--- config.mk ---
export PLATFORM = sky130hd
export DESIGN_NAME = cpu6_bus_controller
export DESIGN_NICKNAME = d
export VERILOG_FILES = /design/src/rtl/cpu6_bus_pkg.sv /design/src/rtl/cpu6_bus_timer.sv /design/src/rtl/cpu6_bus_controller.sv
export SDC_FILE = /design/constraint.sdc
export NUM_CORES = 1
export LEC_CHECK = 0
export ABC_AREA = 1
export ABC_CLOCK_PERIOD_IN_PS = 1500
export CAP_MARGIN = 20
export CORE_MARGIN = 2
export CORE_UTILIZATION = 35
export DETAILED_ROUTE_END_ITERATION = 12
export PLACE_DENSITY_LB_ADDON = 0.1
export SLEW_MARGIN = 20
export SYNTH_ARGS = -nofsm -noshare
export SYNTH_HDL_FRONTEND = slang
export SYNTH_SLANG_ARGS = --single-unit
--- constraint.sdc ---
create_clock -name clock -period 1.5 [get_ports clock]
set_input_delay 0.3 -clock clock [delete_from_list [all_inputs] [get_ports clock]]
set_output_delay 0.3 -clock clock [all_outputs]
set_load 0.02 [all_outputs]
--- src/rtl/cpu6_bus_pkg.sv ---
// Shared types and constants for the CPU6 external bus sequencer.
// Holds the bus-cycle state encoding, the abort read value and default widths.
package cpu6_bus_pkg;

  localparam int DEF_ADDR_W = 16;
  localparam int DEF_DATA_W = 8;

  // Value loaded into the memory data register when a read times out.
  localparam logic [7:0] BUS_ABORT_DATA = 8'hFF;

  typedef enum logic [1:0] {
    ST_IDLE   = 2'd0,
    ST_SETUP  = 2'd1,
    ST_STROBE = 2'd2,
    ST_HOLD   = 2'd3
  } bus_state_t;

endpackage

--- src/rtl/cpu6_bus_timer.sv ---
// Strobe timing for the CPU6 bus: a wait-state down-counter and a strobe-length
// up-counter. Both are armed by start (SETUP) and advance while run (STROBE).
module cpu6_bus_timer #(
  parameter int WAIT_STATES = 0,
  parameter int TIMEOUT     = 64
) (
  input  logic clock,
  input  logic reset,
  input  logic start,
  input  logic run,
  output logic wait_done,
  output logic timed_out
);

  localparam logic [3:0] WAIT_LOAD = 4'(WAIT_STATES);
  localparam logic [7:0] TMO_LAST  = 8'(TIMEOUT - 1);

  logic [3:0] wait_cnt_q, wait_cnt_d;
  logic [7:0] tmo_cnt_q, tmo_cnt_d;

  always_comb begin
    wait_cnt_d = wait_cnt_q;
    tmo_cnt_d  = tmo_cnt_q;
    if (start) begin
      wait_cnt_d = WAIT_LOAD;
      tmo_cnt_d  = '0;
    end else if (run) begin
      if (wait_cnt_q != 4'd0) begin
        wait_cnt_d = wait_cnt_q - 4'd1;
      end
      // tmo_cnt counts strobe cycles already completed before the current one
      if (tmo_cnt_q != TMO_LAST) begin
        tmo_cnt_d = tmo_cnt_q + 8'd1;
      end
    end
  end

  always_ff @(posedge clock) begin
    if (reset) begin
      wait_cnt_q <= '0;
      tmo_cnt_q  <= '0;
    end else begin
      wait_cnt_q <= wait_cnt_d;
      tmo_cnt_q  <= tmo_cnt_d;
    end
  end

  assign wait_done = (wait_cnt_q == 4'd0);
  assign timed_out = run && (tmo_cnt_q == TMO_LAST);

endmodule

--- src/rtl/cpu6_bus_controller.sv ---
// CPU6 external bus-cycle sequencer: runs SETUP/STROBE/HOLD for one request at
// a time, registers read data into the memory data register, flags timeouts.
module cpu6_bus_controller
  import cpu6_bus_pkg::*;
#(
  parameter int ADDR_W      = DEF_ADDR_W,
  parameter int DATA_W      = DEF_DATA_W,
  parameter int WAIT_STATES = 0,
  parameter int TIMEOUT     = 64
) (
  input  logic              clock,
  input  logic              reset,
  input  logic              req_valid,
  input  logic              req_write,
  input  logic [ADDR_W-1:0] req_addr,
  input  logic [DATA_W-1:0] req_wdata,
  output logic              req_ready,
  output logic              busy,
  output logic [DATA_W-1:0] rd_data,
  output logic              rd_valid,
  output logic              err,
  input  logic              err_clear,
  output logic [ADDR_W-1:0] mem_addr,
  output logic [DATA_W-1:0] mem_wdata,
  output logic              mem_rd,
  output logic              mem_wr,
  input  logic [DATA_W-1:0] mem_rdata,
  input  logic              mem_ready
);

  bus_state_t        state_q, state_d;
  logic              write_q, write_d;
  logic [ADDR_W-1:0] mem_addr_q, mem_addr_d;
  logic [DATA_W-1:0] mem_wdata_q, mem_wdata_d;
  logic [DATA_W-1:0] rd_data_q, rd_data_d;
  logic              err_q, err_d;
  logic              mem_rd_q, mem_rd_d;
  logic              mem_wr_q, mem_wr_d;
  logic              err_set;
  logic              wait_done;
  logic              timed_out;

  cpu6_bus_timer #(
    .WAIT_STATES (WAIT_STATES),
    .TIMEOUT     (TIMEOUT)
  ) u_timer (
    .clock     (clock),
    .reset     (reset),
    .start     (state_q == ST_SETUP),
    .run       (state_q == ST_STROBE),
    .wait_done (wait_done),
    .timed_out (timed_out)
  );

  always_comb begin
    state_d     = state_q;
    write_d     = write_q;
    mem_addr_d  = mem_addr_q;
    mem_wdata_d = mem_wdata_q;
    rd_data_d   = rd_data_q;
    err_set     = 1'b0;
    case (state_q)
      ST_IDLE: begin
        if (req_valid) begin
          state_d    = ST_SETUP;
          write_d    = req_write;
          mem_addr_d = req_addr;
          if (req_write) begin
            mem_wdata_d = req_wdata;
          end
        end
      end
      ST_SETUP: state_d = ST_STROBE;
      ST_STROBE: begin
        // A completion in the last allowed strobe cycle beats the timeout.
        if (wait_done && mem_ready) begin
          state_d = ST_HOLD;
          if (!write_q) begin
            rd_data_d = mem_rdata;
          end
        end else if (timed_out) begin
          state_d = ST_HOLD;
          err_set = 1'b1;
          if (!write_q) begin
            rd_data_d = DATA_W'(BUS_ABORT_DATA);
          end
        end
      end
      ST_HOLD: state_d = ST_IDLE;
      default: state_d = ST_IDLE;
    endcase

    if (err_set) begin
      err_d = 1'b1;
    end else if (err_clear) begin
      err_d = 1'b0;
    end else begin
      err_d = err_q;
    end

    // Strobes are registered so they are glitch-free on the external bus.
    mem_rd_d = (state_d == ST_STROBE) && !write_d;
    mem_wr_d = (state_d == ST_STROBE) && write_d;
  end

  always_ff @(posedge clock) begin
    if (reset) begin
      state_q     <= ST_IDLE;
      write_q     <= 1'b0;
      mem_addr_q  <= '0;
      mem_wdata_q <= '0;
      rd_data_q   <= '0;
      err_q       <= 1'b0;
      mem_rd_q    <= 1'b0;
      mem_wr_q    <= 1'b0;
    end else begin
      state_q     <= state_d;
      write_q     <= write_d;
      mem_addr_q  <= mem_addr_d;
      mem_wdata_q <= mem_wdata_d;
      rd_data_q   <= rd_data_d;
      err_q       <= err_d;
      mem_rd_q    <= mem_rd_d;
      mem_wr_q    <= mem_wr_d;
    end
  end

  assign req_ready = (state_q == ST_IDLE);
  assign busy      = ~req_ready;
  assign rd_valid  = (state_q == ST_HOLD) && !write_q;
  assign rd_data   = rd_data_q;
  assign err       = err_q;
  assign mem_addr  = mem_addr_q;
  assign mem_wdata = mem_wdata_q;
  assign mem_rd    = mem_rd_q;
  assign mem_wr    = mem_wr_q;

endmodule

==> results of run 1 <==
==> Yosys cell counts (all sizes together) <==
master,n,area [um^2]
nor2,61,254
nand2,52,235
dfxtp,50,1000
a21oi,30,158
o21ai,27,135
inv,20,77.6
nand3,14,70.1
ha,7,87.6
clkbuf,4,15.0
buf,3,17.5
xnor2,2,17.5
nand4,1,6.26
nor3,1,5.00
xor2,1,8.76
==> per-layer routing <==
metal	wire, um	GRT usage	up-vias
met5	0	0	-
met4	64	0.0559	0
met3	339	0.0556	5
met2	2260	0.246	47
met1	2320	0.195	877
li1	-	-	1060
==> worst min-delay path: stages (launching register included) <==
cell and delay, ns:
dfxtp_1 0.31, nand2_1 0.06, a21oi_1 0.05
==> worst max-delay path by stage <==
stage,end,cells after the start
4_1_cts,busy,4
2_1_floorplan,mem_wr$_SDFF_PP0_,10
3_3_place_gp,busy,4
6_report,rd_valid,4
5_1_grt,u_timer.wait_cnt_q[3]$_SDFFE_PP0P_,8
3_5_place_dp,busy,4
==> cells by family after synthesis <==
| group | after synthesis | share of synthesized area |
|---|---|---|
| compound gates | 57 | 0.140 |
| xor+xnor | 3 | 0.0126 |
| fa+ha+maj | 7 | 0.0419 |
| buf+inv | 27 | 0.0527 |
| flops | 50 | 0.479 |
| simple gates | 129 | 0.273 |
==> where the power goes <==
| part | switching, uW | internal [uW] | leakage, uW | total (uW) |
|---|---|---|---|---|
| clock network | 436 | 314 | 0.0000438 | 750 |
| registers | 66.5 | 1460 | 0.000409 | 1530 |
| logic | 581 | 456 | 0.000944 | 1040 |
==> cell type report <==
class                           count  area, um^2  area share
Clock inverter                      2        10.0     0.00323
Sequential cell                    50        1000       0.324
Multi-Input combinational cell    196         993       0.321
Inverter                           20        77.6      0.0251
Timing Repair Buffer               94         850       0.274
Tap cell                           75        93.8      0.0303
Clock buffer                        5        68.8      0.0222
==> sequential cells by signal, indices dropped and copies added, names as in the netlist <==
register	cells
write_q	1
mem_wr	1
mem_wdata	8
mem_addr	16
rd_data	8
u_timer.wait_cnt_q	4
mem_rd	1
u_timer.tmo_cnt_q	8
state_q	2
err	1
==> per-stage QoR <==
step           cells  hold slack (ns)  setup TNS, ns
2_1_floorplan    273            0.369              0
6_report         442            0.458              0
5_1_grt          442            0.483       -0.00848
4_1_cts          442            0.464              0
3_5_place_dp     435            0.453         -0.193
3_3_place_gp     435            0.446         -0.160
==> results.json, run 1 <==
{
  "run_status": "finished clean",
  "hold_start": "mem_wdata[0]$_SDFFE_PP0P_",
  "ys_types": 23,
  "clock_sink_count": 50,
  "dp.final_hpwl_um": 3680,
  "placement.cell_area_um2": 3060,
  "critPathCaptureType": "output pin",
  "final_hold_viol_count": 0,
  "min_delay_path_depth": 2,
  "fin_ws_ns": 0.0900,
  "post_route_cell_area_um2": 3100,
  "power_leakage_uw": 0.00140,
  "finalNetCount": 412,
  "cts.htree.levels": 2,
  "first_global_vias": 1773,
  "timing.final.crit_period_ns": 1.41,
  "root_buffer": "clkbuf_8",
  "worstPathRequired_ns": 1.20,
  "timing.critical_path.cells": "ha_1, inv_1, nor2_1, buf_2",
  "critPathKind": "register to output pin",
  "timing.max_slew.rel_slack": 0.830,
  "post_synth_instance_area_um2": 2090,
  "clock_tree_from_tritoncts": "done",
  "post-cts-setup-buffer-count": 0,
  "unrepaired_setup_endpoints_after_global_routing": "yes",
  "fillCellCount": 606,
  "ctsHoldBuffers": 0,
  "initial_antenna_violation_count": 0,
  "detail-route-antenna-nets": 0,
  "critical_path.top_delay_family": "flip-flops",
  "cp-startpoint": "state_q[1]$_SDFF_PP0_",
  "count_of_routing_violations_after_the_opening_detailed_route_iteration": 46,
  "grt_start_max_net_pins": 18,
  "gp_congestion": 0.753,
  "fin_total_pwr_uw": 3310,
  "global_route.overflow_total": 0,
  "regToRegStartpoint": "state_q[0]$_SDFF_PP0_",
  "flow.area_growth_from_synthesis_pct": 48.3,
  "yosys_register_bits": 50,
  "final_max_slew_viol_count": 0,
  "final_layout_size_suffix_gt1_frac": 0.142,
  "maxCapViolCount": 0,
  "core_area_um2": 5850,
  "cp_slowest_stage_delay_ns": 0.36,
  "ir_worst_vdd_uv": 482,
  "clock-skew-final_ns": 0.00737,
  "critical_path.reg2reg.endpoint": "rd_data[3]$_SDFFE_PP0P_",
  "detail_route.drc_violations": 0,
  "layout_commonest_cell": "nor2_1",
  "clock_insertion_delay_worst_skew_ns": 0.30,
  "start_util": 0.357,
  "hold_path.class": "register to register",
  "synthesis.nets": 318,
  "dr_total_vias": 1989,
  "routed_via_density": 4.50,
  "critPathMaxFanout": 3,
  "path_clk_slew_ns": 0.09,
  "yosysSeqAreaShare": 0.479,
  "postSynthAreaPerCell_um2": 7.65,
  "die_height_um": 81.2,
  "groute.usage.overall": 0.156,
  "worst-r2r-setup-slack_ns": 0.10,
  "power_per_cell_area_nw_per_um2": 1070,
  "clock.fmax_ghz": 0.709,
  "arrival_ns": 1.11,
  "worst-slew-pin-transition_ns": 0.255,
  "row_count": 28,
  "report.final.setup_viol": 0,
  "worstPathBufferInverterCount": 2,
  "postSynthCellCount": 273,
  "tritoncts.num_buffers": 5,
  "finish.utilization": 0.529,
  "clockBufferDepth": 2,
  "placement.setup.worst_slack_ns": -0.122,
  "fp.dieArea_um2": 6600,
  "floorplan.die.width_um": 81.2,
  "reg2regPathDepth": 8,
  "antenna-diode-count": 0,
  "wl_per_cell_um": 11.3,
  "layout_worst_path_cycle_share": 0.940,
  "drt_wl_total_um": 4990,
  "type_of_element_launching_the_critical_path": "register",
  "drt_pre_antenna_iters": 4,
  "grt_first_pass_wirelength_um": 8010,
  "io_pins": 76,
  "synth-warning-count": 0,
  "worstHoldEndpoint": "mem_wdata[0]$_SDFFE_PP0P_",
  "critical-path-slowest-cell": "dfxtp_1",
  "port_buffers": 75,
  "cts_repair_resize_count": 48,
  "final_cell_mix": "nor2_1, dfxtp_1, nand2_1"
}
Note: power is estimated with default switching activity, not from simulation.
==> run 2: changes to the inputs <==
--- a/config.mk
+++ b/config.mk
@@ -6,7 +6,7 @@
 export NUM_CORES = 1
 export LEC_CHECK = 0
 export ABC_AREA = 1
-export ABC_CLOCK_PERIOD_IN_PS = 1500
+export ABC_CLOCK_PERIOD_IN_PS = 1200
 export CAP_MARGIN = 20
 export CORE_MARGIN = 2
 export CORE_UTILIZATION = 35
==> constraint.sdc (replaced) <==
create_clock -name clock -period 1.2 [get_ports clock]
set_input_delay 0.24 -clock clock [delete_from_list [all_inputs] [get_ports clock]]
set_output_delay 0.24 -clock clock [all_outputs]
set_load 0.02 [all_outputs]
==> run 2 against run 1 <==
The flow now finishes with violations (setup timing). Routed wire length rose by 9.8%. Combinational power increased by 66%. First-iteration DRC count down 2.2%. Power rose by 41%. Sequential share of layout area decreased by 3.9 points. Sequential power grew 28%. Critical path depth is 3 higher. Register-to-register slack got worse by 0.25 ns. Clock-buffer cell count up 1. Critical endpoint is now u_timer.tmo_cnt_q[7]$_SDFFE_PP0P_.
==> results.json, run 2 (synthesis gave the netlist of run 1 again) <==
{
  "run_status": "finished, violations left",
  "violations": "setup timing",
  "worstPathRequired_ns": 1.44,
  "final_cell_mix": "dfxtp_1, nor2_1, clkdlybuf4s50_1",
  "placement.cell_area_um2": 3200,
  "wl_per_cell_um": 11.8,
  "dp.final_hpwl_um": 3850,
  "worst-slew-pin-transition_ns": 0.248,
  "core_area_um2": 5850,
  "post_route_cell_area_um2": 3560,
  "final_max_slew_viol_count": 0,
  "path_clk_slew_ns": 0.09,
  "placement.setup.worst_slack_ns": -0.353,
  "drt_pre_antenna_iters": 4,
  "clock_insertion_delay_worst_skew_ns": 0.30,
  "type_of_element_launching_the_critical_path": "register",
  "fin_ws_ns": -0.149,
  "final_hold_viol_count": 0,
  "first_global_vias": 1944,
  "count_of_routing_violations_after_the_opening_detailed_route_iteration": 45,
  "antenna-diode-count": 0,
  "detail-route-antenna-nets": 0,
  "layout_worst_path_cycle_share": 1.12,
  "clock_tree_from_tritoncts": "done",
  "grt_start_max_net_pins": 18,
  "report.final.setup_viol": 43,
  "clock_sink_count": 50,
  "die_height_um": 81.2,
  "fp.dieArea_um2": 6600,
  "critPathCaptureType": "register",
  "cts.htree.levels": 2,
  "finish.utilization": 0.608,
  "layoutNonFillerInstCount": 464,
  "clock-skew-final_ns": 0.00584,
  "io_pins": 76,
  "row_count": 28,
  "tritoncts.num_buffers": 5,
  "clock.fmax_ghz": 0.742,
  "timing.final.crit_period_ns": 1.35,
  "finalNetCount": 433,
  "power_leakage_uw": 0.00144,
  "floorplan.die.width_um": 81.2,
  "hold_path.class": "register to register",
  "maxCapViolCount": 0,
  "unrepaired_setup_endpoints_after_global_routing": "yes",
  "gp_congestion": 0.765,
  "power_per_cell_area_nw_per_um2": 1310,
  "detail_route.drc_violations": 0,
  "drt_wl_total_um": 5480,
  "final_layout_size_suffix_gt1_frac": 0.429,
  "timing.max_slew.rel_slack": 0.834,
  "worst-r2r-setup-slack_ns": -0.15,
  "ir_worst_vdd_uv": 948,
  "dr_total_vias": 2146,
  "port_buffers": 75,
  "fin_total_pwr_uw": 4660,
  "initial_antenna_violation_count": 0,
  "flow.area_growth_from_synthesis_pct": 70.5,
  "grt_first_pass_wirelength_um": 8700,
  "groute.usage.overall": 0.171,
  "routed_via_density": 4.63,
  "arrival_ns": 1.59,
  "critPathMaxFanout": 6,
  "placed_cells_incl_taps": 448,
  "number_of_flip_flops_under_the_largest_register_name": 16,
  "global_route.overflow_total": 0,
  "start_util": 0.357,
  "clockBufferDepth": 2,
  "ctsHoldBuffers": 0,
  "root_buffer": "clkbuf_8",
  "critPathKind": "register to register",
  "layout_commonest_cell": "dfxtp_1"
}
-- run 2: cell types whose count changed in the layout (fill, tap and decap cells not counted), sizes merged --
cell | before | now
clkbuf | 5 | 16
nand2 | 52 | 53
buf | 22 | 59
clkinvlp | 0 | 1
dlygate4sd2 | 35 | 0
inv | 20 | 19
clkdlybuf4s15 | 0 | 8
-- run 2: repair_timing --
action,4_1_cts,5_1_grt
endpoints found under the setup margin,87,76
gates cloned,1,1
setup buffers,6,1
pin swaps,16,11
gates resized for setup,190,58
-- run 2: worst paths after layout --
| check | start | endpoint | cells past startpoint |
|---|---|---|---|
| setup / recovery | state_q[1]$_SDFF_PP0_ | u_timer.tmo_cnt_q[7]$_SDFFE_PP0P_ | 7 |
| hold / removal | mem_wdata[0]$_SDFFE_PP0P_ | mem_wdata[0]$_SDFFE_PP0P_ | 2 |
| setup reg to reg | state_q[1]$_SDFF_PP0_ | u_timer.tmo_cnt_q[7]$_SDFFE_PP0P_ | 7 |
| hold reg to reg | mem_wdata[0]$_SDFFE_PP0P_ | mem_wdata[0]$_SDFFE_PP0P_ | 2 |
-- run 2: report_power, final --
group / switching, uW / total, uW / internal (uW) / leakage [uW]
Sequential: 124 / 1960 / 1830 / 0.000412
Clock: 570 / 982 / 413 / 0.0000452
Combinational: 913 / 1730 / 813 / 0.000981
-- run 2: area by class of cell --
type / count / area, um^2
clock buffer: 6 / 72.6
clock inverter: 2 / 13.8
fill: 541 / 2290
inverter: 20 / 106
multi-input combinational: 197 / 1280
sequential: 50 / 1010
tap: 75 / 93.8
timing repair buffer: 114 / 975
-- run 2: metrics by stage --
step	hold slack [ns]	setup TNS [ns]
after global routing	0.476	-6.17
after global placement	0.446	-6.59
after floorplan	0.309	-0.0395
after CTS	0.464	-3.10
after detailed placement	0.450	-7.36
final	0.462	-3.18
-- run 2: metal layers --
layer | GRT usage | wire length (um) | part of all wire | up-vias
li1 | - | - | - | 1115
met2 | 0.277 | 2620 | 0.48 | 48
met1 | 0.215 | 2480 | 0.45 | 977
met5 | 0 | 0 | 0 | -
met4 | 0.0559 | 78 | 0.014 | 0
met3 | 0.0544 | 307 | 0.056 | 6
-- run 2: critical path, cell delays in order, from the launching register on --
cell and delay (ns):
dfxtp_4 0.39, inv_4 0.05, buf_6 0.11, ha_4 0.15, nor2_1 0.08, buf_4 0.17
clkinvlp_4 0.19, a21oi_2 0.15
==> run 3: changes to the inputs <==
--- a/config.mk
+++ b/config.mk
@@ -11,6 +11,7 @@
 export CORE_MARGIN = 2
 export CORE_UTILIZATION = 35
 export DETAILED_ROUTE_END_ITERATION = 12
+export GPL_TIMING_DRIVEN = 0
 export PLACE_DENSITY_LB_ADDON = 0.1
 export SLEW_MARGIN = 20
 export SYNTH_ARGS = -nofsm -noshare
==> run 3 against run 2 <==
The run still ends with setup timing left. Sequential share of layout area is 1.3 points lower. Via count is 0.37% higher. Register-to-register slack hardly changed. Die area unchanged. First-iteration DRC count fell by 29%. Setup slack worse by 0.013 ns. Highest routed layer unchanged. Worst hold slack got worse by 0.15 ns.
==> results.json, run 3 (synthesis gave the netlist of run 1 again) <==
{
  "run_status": "finished, violations left",
  "violations": "setup timing",
  "post_route_cell_area_um2": 3790,
  "global_route.overflow_total": 0,
  "count_of_routing_violations_after_the_opening_detailed_route_iteration": 32,
  "worstPathRequired_ns": 0.96,
  "type_of_element_launching_the_critical_path": "register",
  "critPathKind": "register to output pin",
  "timing.max_slew.rel_slack": 0.607,
  "wl_per_cell_um": 12.8,
  "root_buffer": "clkbuf_8",
  "fp.dieArea_um2": 6600,
  "detail_route.drc_violations": 0,
  "floorplan.die.width_um": 81.2,
  "finalNetCount": 427,
  "setup_tns_ns": -3.73,
  "power_per_cell_area_nw_per_um2": 1360,
  "drt_pre_antenna_iters": 4,
  "antenna-diode-count": 0,
  "arrival_ns": 1.12,
  "start_util": 0.357,
  "min_delay_path_depth": 3,
  "final_layout_size_suffix_gt1_frac": 0.512,
  "fin_total_pwr_uw": 5150,
  "initial_antenna_violation_count": 0,
  "tritoncts.num_buffers": 5,
  "layout_worst_path_cycle_share": 1.13,
  "power_leakage_uw": 0.00151,
  "worst-r2r-setup-slack_ns": -0.14,
  "first_global_vias": 1813,
  "clock-skew-final_ns": 0.00532,
  "regToRegStartpoint": "state_q[0]$_SDFF_PP0_",
  "hold_ws_ns": 0.317,
  "grt_start_max_net_pins": 17,
  "flow.area_growth_from_synthesis_pct": 81.7,
  "port_buffers": 74,
  "layout_commonest_cell": "clkdlybuf4s50_1",
  "clockBufferDepth": 2,
  "critPathCaptureType": "output pin",
  "fin_ws_ns": -0.162,
  "ctsHoldBuffers": 0,
  "groute.usage.overall": 0.163,
  "path_clk_slew_ns": 0.10,
  "clock_tree_from_tritoncts": "done",
  "reg2regPathDepth": 10,
  "number_of_flip_flops_under_the_largest_register_name": 16,
  "worstHoldEndpoint": "mem_wdata[7]$_SDFFE_PP0P_",
  "ir_worst_vdd_uv": 854,
  "die_height_um": 81.2,
  "core_area_um2": 5850,
  "clock_sink_count": 50,
  "dp.final_hpwl_um": 3570,
  "unrepaired_setup_endpoints_after_global_routing": "yes",
  "final_cell_mix": "clkdlybuf4s50_1, nor2_1, nand2_1",
  "critical_path.reg2reg.endpoint": "mem_wr$_SDFF_PP0_",
  "worst-slew-pin-transition_ns": 0.589,
  "placement.cell_area_um2": 2970,
  "final_max_slew_viol_count": 0,
  "drt_wl_total_um": 5860,
  "routed_via_density": 4.70,
  "report.final.setup_viol": 42,
  "clock_insertion_delay_worst_skew_ns": 0.31,
  "maxCapViolCount": 0,
  "clock.fmax_ghz": 0.734,
  "gp_congestion": 0.741,
  "dr_total_vias": 2154,
  "row_count": 28,
  "critPathMaxFanout": 4,
  "detail-route-antenna-nets": 0,
  "grt_first_pass_wirelength_um": 8270,
  "final_hold_viol_count": 0,
  "cts.htree.levels": 2,
  "hold_start": "req_write",
  "timing.final.crit_period_ns": 1.36,
  "hold_path.class": "primary input to register",
  "io_pins": 76
}
run 3: changes by cell type in the layout (fill, tap and decap cells not counted), sizes merged:
cell | previous run | this run
clkdlybuf4s50 | 37 | 35
buf | 59 | 51
clkbuf | 16 | 19
clkinvlp | 1 | 0
bufinv | 0 | 1
inv | 19 | 20
dlygate4sd2 | 0 | 1
clkdlybuf4s15 | 8 | 6
clkinv | 2 | 3
run 3: worst max path at each step:
stage                                          to  slack, ns  cells past startpoint                  start
5_1_grt                   rd_data[6]$_SDFFE_PP0P_      -0.22                      7  state_q[1]$_SDFF_PP0_
6_report                                     busy      -0.16                      4  state_q[0]$_SDFF_PP0_
4_1_cts                                  rd_valid      -0.16                      4  state_q[0]$_SDFF_PP0_
3_3_place_gp   u_timer.wait_cnt_q[0]$_SDFFE_PP0P_      -0.52                      4                  reset
2_1_floorplan                   mem_wr$_SDFF_PP0_      -0.03                     10  state_q[0]$_SDFF_PP0_
3_5_place_dp    u_timer.tmo_cnt_q[7]$_SDFFE_PP0P_      -0.53                      4                  reset
run 3: what timing repair did:
| item | CTS | global route |
|---|---|---|
| gates resized for setup | 164 | 158 |
| gates cloned | 0 | 5 |
| buffers inserted | 11 | 12 |
| setup endpoints to repair | 87 | 75 |
| pin swaps | 11 | 38 |
run 3: per-layer routing:
metal  GRT usage  share of wire  vias to the layer above
met3      0.0567          0.063                       10
met2       0.252           0.48                       51
met1       0.210           0.43                      984
met5           0              0                        -
li1            -              -                     1109
met4      0.0610          0.018                        0
run 3: where the power goes:
| part | internal [uW] | switching (uW) | total, uW | leakage, uW |
|---|---|---|---|---|
| Sequential | 1840 | 156 | 2000 | 0.000417 |
| Combinational | 933 | 1010 | 1940 | 0.00104 |
| Clock | 626 | 587 | 1210 | 0.0000585 |
| Total | 3400 | 1750 | 5150 | 0.00151 |
run 3: cell type report:
| cell class | instances | area (um^2) |
|---|---|---|
| Buffer | 7 | 68.8 |
| Clock buffer | 5 | 68.8 |
| Clock inverter | 3 | 43.8 |
| Fill cell | 512 | 2060 |
| Inverter | 20 | 110 |
| Multi-Input combinational cell | 197 | 1460 |
| Sequential cell | 50 | 1030 |
| Tap cell | 75 | 93.8 |
| Timing Repair Buffer | 100 | 897 |
| Timing Repair inverter | 1 | 16.3 |
run 3: worst max-delay path: stages (launching register included):
cell     delay (ns)
dfxtp_4        0.38
inv_4          0.07
ha_4           0.19
inv_4          0.05
buf_6          0.12
run 3: per-stage QoR:
step / worst slack, ns / instances / utilization
finish: -0.162 / 458 / 0.648
floorplan: -0.0313 / 273 / -
CTS: -0.155 / 441 / 0.570
global placement: -0.517 / 422 / 0.507
detailed placement: -0.529 / 422 / 0.507
global route: -0.217 / 458 / 0.648
==> RTL edit: new RTL, settings of run 3 <==
Register the output `err` once more, with the module's reset; this adds one clock of latency there. The other outputs are not delayed to match.
--- a/src/rtl/cpu6_bus_controller.sv
+++ b/src/rtl/cpu6_bus_controller.sv
@@ -130,5 +130,11 @@
   assign rd_valid  = (state_q == ST_HOLD) && !write_q;
   assign rd_data   = rd_data_q;
-  assign err       = err_q;
+  always_ff @(posedge clock) begin
+    if (reset) begin
+      err <= '0;
+    end else begin
+      err <= err_q;
+    end
+  end
   assign mem_addr  = mem_addr_q;
   assign mem_wdata = mem_wdata_q;
Behaviour: same outputs for any inputs over 10 cycles, from zero or initial values and one cycle with reset high; that may be too few to reach the edited logic, so the function may still have changed.
==> RTL edit against run 3 <==
- the run still ends with negative setup slack left
- wire length about the same
- total power decreased by 8.2%
- synthesized area increased by 4.9%
- setup slack got worse by 0.024 ns
- cell area decreased by 5.8%
- first-iteration DRC count increased by 41%
- synthesized cell count increased by 5.1%
- count of clock-buffer cells in the layout increased by 1
- sequential share of layout area increased by 1.9 points
- clock skew increased by 0.0086 ns
- sequential cell count increased by 1
==> RTL edit: results (changes against run 3) <==
[run_status]
outcome = finished with violations
violations = negative setup slack

[final_layout]
largest_register_ffs = 16  ; unchanged
layout-drive-gt1-share_pct = 41.1  ; -10 points
fill_cells = 583  ; +14%
layout.nets = 433  ; +1.4%
antenna_cells = 0  ; unchanged

[placed_design]
hpwl_um = 3760  ; +5.2%
gp_congestion = 0.778  ; +5.1%
dp_slack_ns = -0.555  ; -0.0267 ns

[hold_path]
min_to = mem_wdata[0]
hold_start = req_write
hold_depth = 3  ; unchanged

[power]
leakage_nw = 1.43  ; -5.4%
max-vdd-ir-drop_mv = 0.819  ; -4.1%
swShare_pct = 35.1  ; +1.1 points

[worst_setup_path]
r2r-end = mem_addr[5]
cpPeakStageDelay_ns = 0.40  ; +0.02 ns
worstPathMaxFanout = 7  ; +3
cp_data_arrival_time_ns = 1.59  ; +0.47 ns
reg2regPathDepth = 9  ; -1
crit_top_cell = buf_12

[synthesis]
yosysWarnings = 0  ; unchanged
ys_seq_area_share_pct = 46.6  ; -1.3 points
synth_area_leaders = dfxtp_1 47%, nand2_1 9.4%, nor2_1 8.7%
syn_nets = 332  ; +4.4%
synth_common_cells = 55 x nand2_1, 51 x dfxtp_1, 51 x nor2_1
ys_types = 24  ; +4.3%

[sta]
worstMarginPinSlew_ns = 0.334  ; -0.255 ns
setup_viol = 51  ; +21%
fin_ws_ns = -0.186  ; -0.0236 ns
slew_viol_final = 0  ; unchanged
skew_ns = 0.0139  ; +0.00858 ns

[clocking]
cts_buffers = 5  ; unchanged
clock_latency_ns = 0.31  ; about the same
clockBufferDepth = 2  ; unchanged
clk_pin_slew_ns = 0.11
htree_levels = 2  ; unchanged

[grt]
grt_pass1_vias = 2051  ; +13%
grt_use_total_pct = 16.6  ; +0.26 points
grt_max_degree = 17  ; unchanged
grt_pass1_wl_um = 9530  ; +15%

[detailed_routing]
first_iter_violations = 45  ; +41%
drtPass1Iterations = 5  ; +1
drt_wl_total_um = 5850  ; about the same
via_per_inst = 4.64  ; -1.4%

RTL edit: changes by cell type after synthesis, sizes merged, moves of 2 or more:
cell	run 3	this run
inv	20	29
nand2	52	61
a21oi	30	28
o21ai	27	18
nand3b	0	9
nor2	61	57
RTL edit: metal layers:
metal	vias to the layer above	track usage (%)	routed length (µm)
met5	-	0	0
met4	0	4.32	72
met3	7	5.96	367
met2	48	28.0	2840
met1	981	20.0	2570
li1	1115	-	-
RTL edit: layout make-up:
class,instances,area share [%]
repair buffers,93,22.7
clock buffers,6,2.03
well taps,75,2.63
plain buffers,7,1.40
multi-input cells,201,37.9
flip-flops and latches,51,29.1
inverters,29,3.75
clock inverters,2,0.455
RTL edit: what timing repair did:
action | CTS | global route
pin swaps | 17 | 16
gates resized for setup | 209 | 59
hold buffers | 0 | 0
setup endpoints to repair | 88 | 69
buffers inserted | 11 | 8
cloned | 2 | 0
RTL edit: worst max-delay path by stage:
stage,slack (ns),startpoint,to
6_report,-0.19,state_q[0],mem_addr[5]
5_1_grt,-0.25,state_q[0],mem_wr
4_1_cts,-0.18,state_q[0],rd_valid
3_5_place_dp,-0.56,reset,mem_addr[10]
3_3_place_gp,-0.54,reset,mem_addr[10]
2_1_floorplan,0.0008,u_timer.tmo_cnt_q[0],mem_rd
RTL edit: worst max-delay path: cells and delay by family (launching register included):
family	cells	cell delay [ns]
and+or+nand+nor	3	0.19
adders and majority gates	1	0.18
buffers and inverters	5	0.51
DFF	1	0.40
RTL edit: kinds of logic after synthesis:
| group | share of synthesized area (%) |
|---|---|
| xor gates and xnor gates | 1.20 |
| adders and majority gates | 4.00 |
| buffers and inverters | 6.74 |
| DFF | 46.6 |
| and+or+nand+nor | 30.6 |
| AOI/OAI and AO/OA | 10.9 |
RTL edit: power groups by stage:
stage	clock (mW)	combinational (mW)	sequential, mW
floorplan	0	0.575	2.15
global placement	0	1.30	1.99
detailed placement	0	1.31	2.00
CTS	1.04	1.66	1.99
global route	1.13	1.84	2.02
finish	1.02	1.71	2.01
RTL edit: through the flow:
step / util [%] / area (µm²) / setup TNS, ns / hold WS, ns / cells
after global routing: 59.6 / 3570 / -8.15 / 0.310 / 464
after global placement: 50.8 / 3040 / -20.59 / 0.429 / 436
after CTS: 58.9 / 3530 / -4.24 / 0.307 / 457
final: 59.6 / 3570 / -5.13 / 0.306 / 464
after floorplan: - / 2210 / 0 / 0.309 / 287
after detailed placement: 50.8 / 3040 / -20.88 / 0.440 / 436
